<file path="config.mk">
export PLATFORM = sky130hd
export DESIGN_NAME = sync_fifo
export DESIGN_NICKNAME = d
export VERILOG_FILES = /design/src/rtl/sync_fifo.sv
export SDC_FILE = /design/constraint.sdc
export NUM_CORES = 1
export LEC_CHECK = 0
export CAP_MARGIN = 30
export CORE_ASPECT_RATIO = 1.75
export CORE_MARGIN = 2
export CORE_UTILIZATION = 53
export CTS_BUF_LIST = sky130_fd_sc_hd__clkbuf_8
export CTS_CLUSTER_DIAMETER = 40
export DETAILED_ROUTE_END_ITERATION = 16
export GPL_TIMING_DRIVEN = 0
export PLACE_DENSITY = 0.83
export REMOVE_ABC_BUFFERS = 1
export SLEW_MARGIN = 15
export SYNTH_ARGS = -nofsm -noshare
export SYNTH_HDL_FRONTEND = slang
export SYNTH_SLANG_ARGS = --single-unit
</file>
<file path="constraint.sdc">
create_clock -name clk -period 3 [get_ports clk]
set_clock_uncertainty 0.1 [all_clocks]
set_input_delay 0.6 -clock clk [delete_from_list [all_inputs] [get_ports clk]]
set_output_delay 0.6 -clock clk [all_outputs]
set_load 0.05 [all_outputs]
</file>
<file path="src/rtl/sync_fifo.sv">
// Single-clock FIFO: circular buffer with registered read data and
// occupancy-derived empty/full flags. No fall-through: a word written on an
// edge is visible to reads from the following edge onward.
module sync_fifo #(
  parameter int unsigned WIDTH = 8,
  parameter int unsigned DEPTH = 16
) (
  input  logic             clk,
  input  logic             rst,
  input  logic             wr_en,
  input  logic             rd_en,
  input  logic [WIDTH-1:0] wr_data,
  output logic [WIDTH-1:0] rd_data,
  output logic             empty,
  output logic             full
);

  localparam int unsigned AW = (DEPTH > 1) ? $clog2(DEPTH) : 1;
  localparam logic [AW:0] FullCnt = DEPTH[AW:0];

  logic [WIDTH-1:0] mem_q [DEPTH];

  logic [AW-1:0]    wr_ptr_q, wr_ptr_d;
  logic [AW-1:0]    rd_ptr_q, rd_ptr_d;
  logic [AW:0]      count_q, count_d;
  logic [WIDTH-1:0] rd_data_q, rd_data_d;

  logic rd_accept;
  logic wr_accept;

  // Accept decode; a read on the same edge frees the slot a full write needs.
  always_comb begin
    rd_accept = rd_en && (count_q != '0);
    wr_accept = wr_en && ((count_q != FullCnt) || rd_accept);
  end

  // Next-state for pointers, occupancy and read data.
  always_comb begin
    wr_ptr_d  = wr_ptr_q;
    rd_ptr_d  = rd_ptr_q;
    count_d   = count_q;
    rd_data_d = rd_data_q;

    if (wr_accept) begin
      wr_ptr_d = wr_ptr_q + AW'(1);
    end
    if (rd_accept) begin
      rd_ptr_d  = rd_ptr_q + AW'(1);
      rd_data_d = mem_q[rd_ptr_q];
    end

    unique case ({wr_accept, rd_accept})
      2'b10:   count_d = count_q + (AW+1)'(1);
      2'b01:   count_d = count_q - (AW+1)'(1);
      default: count_d = count_q;
    endcase
  end

  // Control state with synchronous active-low reset.
  always_ff @(posedge clk) begin
    if (!rst) begin
      wr_ptr_q  <= '0;
      rd_ptr_q  <= '0;
      count_q   <= '0;
      rd_data_q <= '0;
    end else begin
      wr_ptr_q  <= wr_ptr_d;
      rd_ptr_q  <= rd_ptr_d;
      count_q   <= count_d;
      rd_data_q <= rd_data_d;
    end
  end

  // Storage array; not cleared by reset, but reset blocks a concurrent write.
  always_ff @(posedge clk) begin
    if (rst && wr_accept) begin
      mem_q[wr_ptr_q] <= wr_data;
    end
  end

  // Flags decoded from the registered count only.
  always_comb begin
    empty   = (count_q == '0);
    full    = (count_q == FullCnt);
    rd_data = rd_data_q;
  end

endmodule

</file>
Yosys cells after proc, flatten, opt, wreduce, memory -nomap -nowiden
Memories as Yosys holds them, arrays and structs flattened. A register that Yosys moved wholly into a read port is not among the register bits.
Index checks and enable logic that the tools add are counted.
- bits in writable memories: 128
- register bits after elaboration: 13
- memories: 1
- word-level logic and storage cells: 23
- bits of input ports: 12
- output and inout bits: 10
- eq/ne operators: 4
- reductions and logical operators: 8
- mux-type cells: 3
- add/sub/neg operators: 4
- memories (memory ; words ; width ; rd ports ; clocked after Yosys merged registers in ; wr ports ; line ; RTL):
    mem_q ; 16 ; 8 ; 1 ; 1 ; 1 ; 21 ; logic [WIDTH-1:0] mem_q [DEPTH];
- operators by type and width (cell ; number):
    $pmux W5 S2 ; 1
    $add A4 B1 Y4 const B ; 2
    $add A5 B1 Y5 const B ; 1
    $eq A5 B5 Y1 const B ; 1
    $logic_not A5 Y1 ; 1
    $ne A5 B5 Y1 const B ; 1
    $reduce_bool A5 Y1 ; 1
    $sub A5 B1 Y5 const B ; 1
    $logic_and A1 B1 Y1 ; 3
    $eq A2 B1 Y1 const B ; 1
    $eq A2 B2 Y1 const B ; 1
    $mux W1 ; 2
    $reduce_bool A2 Y1 ; 1
    $logic_not A1 Y1 ; 1
    $logic_or A1 B1 Y1 ; 1

Logic depth before layout (Yosys ltp)
Gate-level depths: netlist of run 1.
- depth in word-level cells: 7
- gate-level depth with buffers: 10

Least setup slack after synthesis of run 1
Ideal clock, no wire load.
- kind: register -> register
- start: register count_q[0]
- end: register count_q[4]
- data required time: 2.780 ns
- stages on the path, launching flop included: 11
- slack: 0.200 ns
- library setup time: 0.120 ns
- period minus slack after synthesis: 2.800 ns
- data arrival time: 2.580 ns
- cells stage by stage: dfxtp_1 -> or4_1 -> buf_6 -> o21ai_2 -> buf_4 -> nor2_1 -> fa_1 -> a21o_1 -> a21o_1 -> and3_1 -> o31a_1
- longest elaborated chain between the ends: 6
- ends and longest elaborated chain (item ; line ; RTL):
    start: declaration ; 25 ; logic [AW:0] count_q, count_d;
    start signal: assignment ; 69 ; count_q <= count_d;
    $reduce_bool A5 Y1 ; 33 ; rd_accept = rd_en && (count_q != '0);
    $logic_and A1 B1 Y1 ; 33 ;
    $logic_or A1 B1 Y1 ; 34 ; wr_accept = wr_en && ((count_q != FullCnt) || rd_accept);
    $logic_and A1 B1 Y1 ; 34 ;
    $eq A2 B1 Y1 / $eq A2 B2 Y1 (equally long branches) ; 52 ; unique case ({wr_accept, rd_accept})
    $pmux W5 S2 / $reduce_bool A2 Y1 (equally long branches) ; -- ;
Several ways; a longest one is shown, not always the timed one.
A chain may end at the register's enable or synchronous reset.

Worst setup path after layout of run 1
- start: input port rst
- end: memory mem_q[8][0], enable pin
- longest elaborated chain between the ends: 3
- ends and longest elaborated chain (item ; line ; RTL):
    start: declaration ; 9 ; input logic rst,
    $logic_and A1 B1 Y1 ; 76 ; if (rst && wr_accept) begin
    $mux W1 ; 76 ;
    $mux W1 (implied by the code) ; 77 ; mem_q[wr_ptr_q] <= wr_data;
    end: declaration ; 21 ;
Every way passes these cells.

==> impl_metrics.csv, run 1 <==
group,metric,value,unit
timing,setup-tns-final,0,ns
global_routing,grt_start_max_net_pins,52,
critical_path,setup.worst_path.start,"rst",
drt,drc_errors,0,
pwr,intPower,3.498,mW
finish,synthToLayoutAreaGrowth,12.27,%
global_routing,grt_pass1_wl,18750,µm
drt,vias,3338,
die,die_height,145.0,µm
die,start_util,54.20,%
timing,whs,0.4188,ns
logic_synthesis,syn_avg_cell_area,16.49,µm²
drt,wl_per_cell,22.59,µm
timing,period_share,96.67,%
critical_path,slowest_stage,"clkdlybuf4s50_1",
clock_tree,clk_pin_slew,0.09,ns
critical_path,path_buf_inv,1,
pwr,netSwitchingFraction,32.81,%
drt,drt-initial-drc-count,275,
die,dieArea,12260,µm²
critical_path,rrSetupSlack,0.17,ns
critical_path,crit_type,"input port to flip-flop",
die,rows,51,
pwr,p_leak,2.146,nW
critical_path,reg2reg_from,"count_q[0]",
drt,first_pass_iters,5,
run_status,status,"complete, no violations",
pwr,ir_worst_vdd,0.6930,mV
drt,drtAntennaViolNets,0,
logic_synthesis,ys_seq_area_share,70.85,%
critical_path,critical_path_depth,4,
critical_path,reg2reg_depth,8,
pwr,pwr_density_cell,770.6,nW/µm²
critical_path,timing.rr.end,"count_q[4]",
timing,slew_headroom,38.24,%
flow_run,max_cap_viol_count,0,
timing,finalSetupViolCount,0,
logic_synthesis,synth.distinct_cells,44,
critical_path,crit_family,"simple AND/OR/NAND/NOR gates",
die,coreArea,11100,µm²
timing,final_max_slew_viol_count,0,
pwr,p_seq_share,47.8,%
critical_path,start_kind,"input port",
placed_design,io_buffers,21,
pwr,combPwrFrac,22.1,%
critical_path,worst-path-max-fanout,22,
die,die_w,84.55,µm
critical_path,max_stage_delay,1.00,ns
global_routing,grt_util_all_layers,20.91,%
clock_tree,hold_buffers,0,
finish,finalNetCount,411,
global_routing,grt_pass1_vias,3423,
finish,n_antenna_cell,0,
clock_tree,cts_made_buffers,17,
timing,tightest_slew,0.9230,ns
clock_tree,cts_tree,"yes",
global_routing,grt_remaining_overflow,0,
timing,rsz0062_at_grt,"false",
clock_tree,root_buffer,"clkbuf_8",
clock_tree,cts-htree-levels,4,
logic_synthesis,synth-seq-cells,149,
placed_design,gp_congestion,0.7890,
critical_path,crit_end,"mem_q[8][0]",
placed_design,hpwl,7872,µm
finish,layout-drive-gt1-share,15.38,%
logic_synthesis,synth_area,6018,µm²
timing,max_freq,344.8,MHz
global_routing,antenna_found_initial,0,
worst_hold_path,hold_class,"flip-flop to flip-flop",
clock_tree,cts_sinks,149,
finish,fillers,788,
logic_synthesis,yosysWarnings,0,
timing,finalHoldViolations,0,
timing,period_needed,2.900,ns
critical_path,cp_cell_sequence,"clkdlybuf4s50_1 > nand2_1 > or2_2 > nor2_1",
critical_path,endpoint_kind,"flip-flop",
die,ioPinCount,22,
clock_tree,clk_latency,0.45,ns
pwr,switchingPower,1.708,mW
clock_tree,clockBufferDepth,2,
critical_path,crit_required,2.97,ns
pwr,p_clk_share,30.1,%
drt,wl,12090,µm
logic_synthesis,syn-instance-count,365,
drt,via_per_inst,6.239,
critical_path,arrival,2.87,ns
[layout make-up]
cell class	instances	area, µm²	share of cell area (%)
Sequential cell	149	4269	63.19
Multi-Input combinational cell	195	1669	24.70
Clock buffer	17	234.0	3.463
Timing Repair Buffer	22	217.7	3.222
Clock inverter	15	182.7	2.704
Tap cell	132	165.2	2.444
Inverter	5	18.77	0.2778
[cell usage after synthesis]
library cell,count,area (µm²)
buf_4,1,7.510
nor4_1,1,6.260
mux2i_1,40,400.4
inv_1,5,18.77
nor2b_1,3,18.77
nor2_1,23,86.33
o22ai_1,16,100.1
nand3_1,3,15.01
xnor2_1,2,17.52
o21ai_1,1,5.000
mux4_2,16,360.4
o211ai_1,1,7.510
xor2_1,3,26.28
ha_1,8,100.1
or4_1,1,7.510
o311ai_4,1,26.28
nand4_1,2,12.51
o31a_4,1,17.52
nand2_1,14,52.55
o21ai_0,8,40.04
nand2b_1,3,18.77
fa_1,1,20.02
buf_1,2,7.510
a21oi_1,10,50.05
nand3b_1,2,15.01
a22oi_1,8,60.06
a211oi_1,2,15.01
o21ai_2,1,8.760
a211o_1,1,8.760
clkbuf_1,7,26.28
nor2_4,1,11.26
a2bb2oi_2,1,15.01
buf_6,1,11.26
a21o_1,3,22.52
edfxtp_1,128,3844
or3_1,3,18.77
nor3_1,8,40.04
buf_2,5,25.02
and3_1,2,12.51
dfxtp_1,21,420.4
or3b_2,1,8.760
o31a_1,1,8.760
or2_2,2,12.51
a21boi_2,1,11.26
[layer usage]
| metal | up-vias | share of wire (%) | GRT usage [%] | wire length, µm |
|---|---|---|---|---|
| li1 | 1488 | - | - | - |
| met1 | 1683 | 35 | 23.03 | 4288 |
| met2 | 134 | 55 | 36.02 | 6666 |
| met3 | 33 | 5.4 | 5.063 | 647 |
| met4 | 0 | 4.0 | 12.22 | 483 |
| met5 | - | 0 | 0 | 0 |
[metrics by stage]
stage                     instances  worst slack, ns  util [%]  power, mW  cell area, µm²
after global routing            535          0.01544     60.85      5.395            6756
final                           535          0.09988     60.85      5.206            6756
after detailed placement        502          -0.3980     56.93      3.642            6321
after CTS                       534          -0.2618     60.75      5.195            6745
after floorplan                 349          0.01245         -      3.275            5941
after global placement          502          -0.3099     56.89      3.606            6316
[tightest hold or removal path: stages (launching register included)]
cell	delay, ns
dfxtp_1	0.35
nand2_1	0.07
mux2i_1	0.06
[worst min-delay path by stage]
stage / from / slack [ns] / depth (start not counted) / to
6_report: count_q[2] / 0.42 / 2 / count_q[2]
5_1_grt: count_q[3] / 0.45 / 2 / count_q[3]
4_1_cts: count_q[2] / 0.41 / 2 / count_q[2]
3_5_place_dp: count_q[2] / 0.40 / 2 / count_q[2]
3_3_place_gp: wr_ptr_q[3] / 0.38 / 2 / wr_ptr_q[3]
2_1_floorplan: count_q[3] / 0.36 / 2 / count_q[3]
[registers in the layout, indices dropped and copies added, names as in the netlist]
| name | count |
|---|---|
| count_q | 5 |
| rd_ptr_q | 4 |
| wr_ptr_q | 4 |
| mem_q | 128 |
| rd_data | 8 |
[power groups by stage]
stage,sequential [mW],combinational (mW),clock (mW)
finish,2.49,1.15,1.57
global route,2.51,1.22,1.67
CTS,2.49,1.12,1.58
detailed placement,2.53,1.11,0
global placement,2.53,1.08,0
floorplan,2.68,0.599,0
[placed cells by master (no fill, tap or decap), drive strengths merged, types with 8 or more instances in the layout]
cell type and n:
nand2 14, nor3 8, mux2i 40, clkdlybuf4s50 19, clkbuf 17, o22ai 16, edfxtp 128, inv 13
a22oi 8, mux4 16, nor2 24, dfxtp 21, a21oi 10, ha 8, o21ai 10
[kinds of logic (layout without fill, tap and decap cells)]
family                     after synthesis  count (layout)  share of synthesized area [%]
DFF                                    149             149                          70.85
and+or+nand+nor                         69              69                          5.592
AOI/OAI and AO/OA                       56              56                          6.591
muxes                                   56              56                          12.64
buffers and inverters                   21              59                          1.601
adders and majority gates                9               9                          1.996
xor gates and xnor gates                 5               5                         0.7278
[timing repair]
action	4_1_cts	5_1_grt
endpoints found under the setup margin	4	3
setup buffers	0	1
resized for setup	5	1
pin swaps	0	1
(Power assumes the default switching activity.)
==> run 2: changes to the inputs <==
--- a/config.mk
+++ b/config.mk
@@ -8,12 +8,13 @@
 export CAP_MARGIN = 30
 export CORE_ASPECT_RATIO = 1.75
 export CORE_MARGIN = 2
-export CORE_UTILIZATION = 53
+export CORE_UTILIZATION = 40
 export CTS_BUF_LIST = sky130_fd_sc_hd__clkbuf_8
 export CTS_CLUSTER_DIAMETER = 40
 export DETAILED_ROUTE_END_ITERATION = 16
 export GPL_TIMING_DRIVEN = 0
-export PLACE_DENSITY = 0.83
+export HOLD_SLACK_MARGIN = 0.06
+export PLACE_DENSITY = 0.68
 export REMOVE_ABC_BUFFERS = 1
 export SLEW_MARGIN = 15
 export SYNTH_ARGS = -nofsm -noshare
==> constraint.sdc (replaced) <==
create_clock -name clk -period 3 [get_ports clk]
set_clock_uncertainty 0.1 [all_clocks]
set_input_delay 0.75 -clock clk [delete_from_list [all_inputs] [get_ports clk]]
set_output_delay 0.75 -clock clk [all_outputs]
set_load 0.05 [all_outputs]
==> run 2 against run 1 <==
  * The run now ends with negative setup slack left
  * Register-to-register slack better by 0.05 ns
  * Sequential power hardly changed
  * Maximum frequency is 3.4% lower
  * Clock power is 7% lower
  * Utilization is 15 points lower
  * Critical endpoint is now mem_q[10][2]
==> impl_metrics.csv, run 2 (same netlist as run 1, synthesis figures left out) <==
group,metric,value,unit
timing,finalSetupViolCount,5,
finish,largest_register_ffs,128,
finish,finalNetCount,411,
drt,wl,11930,µm
critical_path,arrival,2.96,ns
die,rows,59,
global_routing,antenna_found_initial,0,
flow_run,max_cap_viol_count,0,
critical_path,timing.rr.end,"count_q[4]",
pwr,combPwrFrac,22.2,%
drt,drc_errors,0,
global_routing,grt_pass1_wl,18420,µm
critical_path,worst-path-max-fanout,22,
timing,final_max_slew_viol_count,0,
pwr,p_seq_share,49.0,%
timing,period_share,100.1,%
finish,fillers,1287,
clock_tree,cts_tree,"yes",
run_status,violations,"negative setup slack",
placed_design,place_inst,553,
die,die_height,166.3,µm
clock_tree,hold_buffers,0,
die,ioPinCount,22,
finish,layout-drive-gt1-share,16.67,%
critical_path,reg2reg_depth,8,
critical_path,crit_end,"mem_q[10][2]",
drt,drtAntennaViolNets,0,
critical_path,crit_required,2.96,ns
finish,layout_common_cells,"edfxtp_1 (128), mux2i_1 (40), dfxtp_1 (19), clkdlybuf4s50_1 (19), nor2_1 (18)",
die,coreArea,14760,µm²
timing,rsz0062_at_grt,"true",
worst_hold_path,hold_class,"flip-flop to flip-flop",
clock_tree,clockBufferDepth,2,
global_routing,grt_start_max_net_pins,52,
drt,via_per_inst,5.434,
finish,n_antenna_cell,0,
drt,vias,3179,
timing,max_freq,333.1,MHz
pwr,pwr_density_cell,746.3,nW/µm²
critical_path,reg2reg_from,"count_q[0]",
critical_path,endpoint_kind,"flip-flop",
global_routing,grt_pass1_vias,3403,
clock_tree,cts-htree-levels,4,
critical_path,rrSetupSlack,0.22,ns
placed_design,io_buffers,21,
placed_design,hpwl,7997,µm
clock_tree,cts_sinks,149,
finish,final_util,45.98,%
drt,first_pass_iters,4,
clock_tree,clk_pin_slew,0.08,ns
finish,layout.cells.non_filler,585,
global_routing,grt_util_all_layers,15.41,%
pwr,netSwitchingFraction,31.69,%
timing,whs,0.4100,ns
run_status,status,"finished with violations",
pwr,intPower,3.461,mW
finish,ff_latch_area,4269,µm²
timing,tightest_slew,0.9106,ns
placed_design,gp_congestion,0.8036,
timing,finalHoldViolations,0,
pwr,switchingPower,1.606,mW
die,start_util,40.76,%
finish,layout_commonest_cell,"edfxtp_1",
finish,largest-register,"mem_q",
die,die_w,96.72,µm
timing,layout_setup_ws,-0.002260,ns
timing,period_needed,3.002,ns
clock_tree,root_buffer,"clkbuf_8",
clock_tree,clk_latency,0.44,ns
finish,multi_input_area,1682,µm²
pwr,p_total,5.066,mW
global_routing,grt_remaining_overflow,0,
clock_tree,cts_made_buffers,17,
critical_path,start_kind,"input port",
critical_path,setup.worst_path.start,"rst",
pwr,ir_worst_vdd,0.2837,mV
timing,slew_headroom,39.07,%
pwr,p_clk_share,28.8,%
pwr,p_leak,2.125,nW
die,dieArea,16080,µm²
critical_path,crit_type,"input port to flip-flop",
finish,synthToLayoutAreaGrowth,12.81,%
drt,drt-initial-drc-count,176,
drt,wl_per_cell,20.39,µm
[run 2: worst max-delay path, cell delays in order]
cell and delay [ns]:
clkdlybuf4s50_1 0.98, nand2_1 0.15, or2_2 0.36, nor2_1 0.72
[run 2: worst min path at each step]
stage | from | to | slack, ns | cells past startpoint
after CTS | count_q[3] | count_q[3] | 0.42 | 2
after detailed placement | count_q[3] | count_q[3] | 0.40 | 2
after floorplan | count_q[3] | count_q[3] | 0.36 | 2
final | count_q[3] | count_q[3] | 0.41 | 2
after global routing | wr_ptr_q[3] | wr_ptr_q[3] | 0.44 | 2
after global placement | wr_ptr_q[3] | wr_ptr_q[3] | 0.39 | 2
[run 2: layout make-up]
| cell class | count | share of cell area, % |
|---|---|---|
| Inverter | 5 | 0.2764 |
| Multi-Input combinational cell | 195 | 24.77 |
| Timing Repair Buffer | 22 | 3.151 |
| Sequential cell | 149 | 62.88 |
| Clock inverter | 14 | 2.101 |
| Tap cell | 183 | 3.373 |
| Clock buffer | 17 | 3.446 |
[run 2: timing repair]
action / 4_1_cts / 5_1_grt
gates resized for setup: 7 / 6
setup buffers: 1 / 0
endpoints found under the setup margin: 4 / 64
pin swaps: 1 / 0
[run 2: stage by stage]
step	setup WS, ns	cell area, µm²	setup TNS (ns)
after floorplan	0.01245	5941	0
after global placement	-0.4114	6380	-40.54
after detailed placement	-0.4747	6385	-46.75
after CTS	0.01010	6782	0
after global routing	-0.07399	6789	-1.075
final	-0.002260	6789	-0.008183
[run 2: metal layers]
metal / track usage, % / share of wire [%] / vias up
met5: 0 / 0 / -
met4: 8.145 / 2.7 / 0
met3: 4.167 / 3.4 / 18
met2: 28.65 / 57 / 65
met1: 15.34 / 37 / 1612
li1: - / - / 1484
[run 2: power groups by stage]
stage	sequential [mW]	combinational [mW]	clock (mW)
after floorplan	2.68	0.599	0
after global placement	2.53	1.09	0
after detailed placement	2.53	1.11	0
final	2.48	1.12	1.46
after global routing	2.51	1.21	1.57
after CTS	2.49	1.14	1.49
==> run 3: changes to the inputs <==
--- a/config.mk
+++ b/config.mk
@@ -6,6 +6,8 @@
 export NUM_CORES = 1
 export LEC_CHECK = 0
 export CAP_MARGIN = 30
+export CELL_PAD_IN_SITES_DETAIL_PLACEMENT = 1
+export CELL_PAD_IN_SITES_GLOBAL_PLACEMENT = 1
 export CORE_ASPECT_RATIO = 1.75
 export CORE_MARGIN = 2
 export CORE_UTILIZATION = 40
@@ -14,7 +16,7 @@
 export DETAILED_ROUTE_END_ITERATION = 16
 export GPL_TIMING_DRIVEN = 0
 export HOLD_SLACK_MARGIN = 0.06
-export PLACE_DENSITY = 0.68
+export PLACE_DENSITY = 0.76
 export REMOVE_ABC_BUFFERS = 1
 export SLEW_MARGIN = 15
 export SYNTH_ARGS = -nofsm -noshare
==> run 3 against run 2 <==
  * The run now ends clean
  * Global-route usage increased by 2.4 points
  * Design area increased by 1.2%
  * Critical endpoint is now count_q[4]
  * Highest routed layer unchanged
  * Via count increased by 3.5%
==> impl_metrics.csv, run 3 (same netlist as run 1, synthesis figures left out) <==
group,metric,value,unit
run_status,status,"complete, no violations",
global_routing,antenna_found_initial,0,
global_routing,grt_start_max_net_pins,52,
clock_tree,hold_buffers,0,
die,rows,59,
die,die_w,96.72,µm
critical_path,endpoint_kind,"flip-flop",
finish,n_antenna_cell,0,
finish,largest_register_ffs,128,
die,coreArea,14760,µm²
timing,period_share,94.89,%
global_routing,grt_pass1_wl,21040,µm
critical_path,reg2reg_depth,8,
finish,layout-drive-gt1-share,16.38,%
clock_tree,root_buffer,"clkbuf_8",
clock_tree,cts_tree,"yes",
timing,final_max_slew_viol_count,0,
die,ioPinCount,22,
finish,largest-register,"mem_q",
timing,finalHoldViolations,0,
critical_path,slowest_stage,"or4_4",
timing,max_freq,351.3,MHz
timing,finalSetupViolCount,0,
pwr,ir_worst_vdd,0.3136,mV
timing,period_needed,2.847,ns
critical_path,timing.critical_path.mode_cell,"a211oi_1",
drt,wl_per_cell,23.47,µm
drt,first_pass_iters,5,
critical_path,crit_family,"compound AO/OA/AOI/OAI gates",
flow_run,max_cap_viol_count,0,
clock_tree,cts-htree-levels,4,
finish,layout_common_cells,"edfxtp_1 (128), mux2i_1 (40), nor2_1 (19), dfxtp_1 (19)",
die,start_util,40.76,%
timing,whs,0.4108,ns
critical_path,arrival,3.09,ns
drt,drc_errors,0,
placed_design,io_buffers,21,
finish,synthToLayoutAreaGrowth,14.12,%
clock_tree,clk_pin_slew,0.09,ns
critical_path,path_buf_inv,0,
drt,drtAntennaViolNets,0,
drt,drt-initial-drc-count,179,
critical_path,max_stage_delay,0.64,ns
die,die_height,166.3,µm
timing,tightest_slew,0.8401,ns
clock_tree,cts_made_buffers,17,
critical_path,critical_path_depth,8,
drt,vias,3290,
critical_path,worst-path-max-fanout,7,
clock_tree,cts_sinks,149,
die,dieArea,16080,µm²
drt,via_per_inst,5.614,
timing,slew_headroom,43.99,%
placed_design,hpwl,8852,µm
global_routing,grt_remaining_overflow,0,
worst_hold_path,hold_class,"flip-flop to flip-flop",
placed_design,gp_congestion,0.8132,
finish,finalNetCount,411,
pwr,pwr_density_cell,785.0,nW/µm²
finish,layout_commonest_cell,"edfxtp_1",
critical_path,crit_type,"flip-flop to flip-flop",
worst_hold_path,hold_depth,2,
critical_path,start_kind,"flip-flop",
global_routing,grt_pass1_vias,3540,
timing,layout_setup_ws,0.1532,ns
placed_design,pre_cts_ws,-0.5269,ns
global_routing,grt_util_all_layers,17.79,%
pwr,p_leak,2.182,nW
clock_tree,clockBufferDepth,2,
critical_path,crit_required,3.24,ns
drt,wl,13750,µm
critical_path,cp_cell_sequence,"or4_4 > o21ai_4 > nor2_1 > fa_1 > a21o_1 > a211oi_1 > a211oi_1 > o31a_1",
clock_tree,clk_latency,0.45,ns
timing,rsz0062_at_grt,"false",
run 3: power by group:
| group | internal [mW] | switching (mW) | total (mW) |
|---|---|---|---|
| registers | 2.35 | 0.141 | 2.49 |
| clock network | 0.866 | 0.859 | 1.73 |
| logic | 0.440 | 0.732 | 1.17 |
| total | 3.66 | 1.73 | 5.39 |
run 3: per-layer routing:
metal  part of all wire, %  routed length (µm)  global-route usage [%]
met4                   6.8                 942                   11.27
met2                    53                7279                   31.61
met3                   4.2                 576                   4.040
met1                    36                4954                   18.71
met5                     0                   0                       0
run 3: path summary, 6_finish.rpt:
kind	slack (ns)	endpoint	from
setup / recovery	0.15	count_q[4]	count_q[1]
hold / removal	0.41	count_q[3]	count_q[3]
setup reg to reg	0.15	count_q[4]	count_q[1]
hold reg to reg	0.41	count_q[3]	count_q[3]
run 3: final cells by class:
| type | instances | area (µm²) |
|---|---|---|
| repair buffers | 22 | 225.2 |
| clock inverters | 15 | 212.7 |
| clock buffers | 17 | 234.0 |
| inverters | 5 | 18.77 |
| flip-flops and latches | 149 | 4269 |
| well taps | 183 | 229.0 |
| multi-input cells | 195 | 1679 |
| fillers | 1460 | 7896 |
run 3: tightest hold or removal path, stage by stage, from the launching register on:
cell and delay (ns):
dfxtp_1 0.35, nand2_1 0.06, mux2i_1 0.06
run 3: stage by stage:
stage	utilization, %	area [µm²]	setup TNS [ns]	instances	power [mW]
2_1_floorplan	-	5941	0	349	3.275
5_1_grt	46.52	6868	0	586	5.577
3_5_place_dp	43.25	6385	-38.71	553	3.672
3_3_place_gp	43.21	6380	-35.50	553	3.637
4_1_cts	46.42	6853	0	586	5.424
6_report	46.52	6868	0	586	5.391
run 3: repair_timing:
action	4_1_cts	5_1_grt
endpoints found under the setup margin	4	49
pin swaps	1	1
gates resized for setup	8	6
setup buffers	1	0
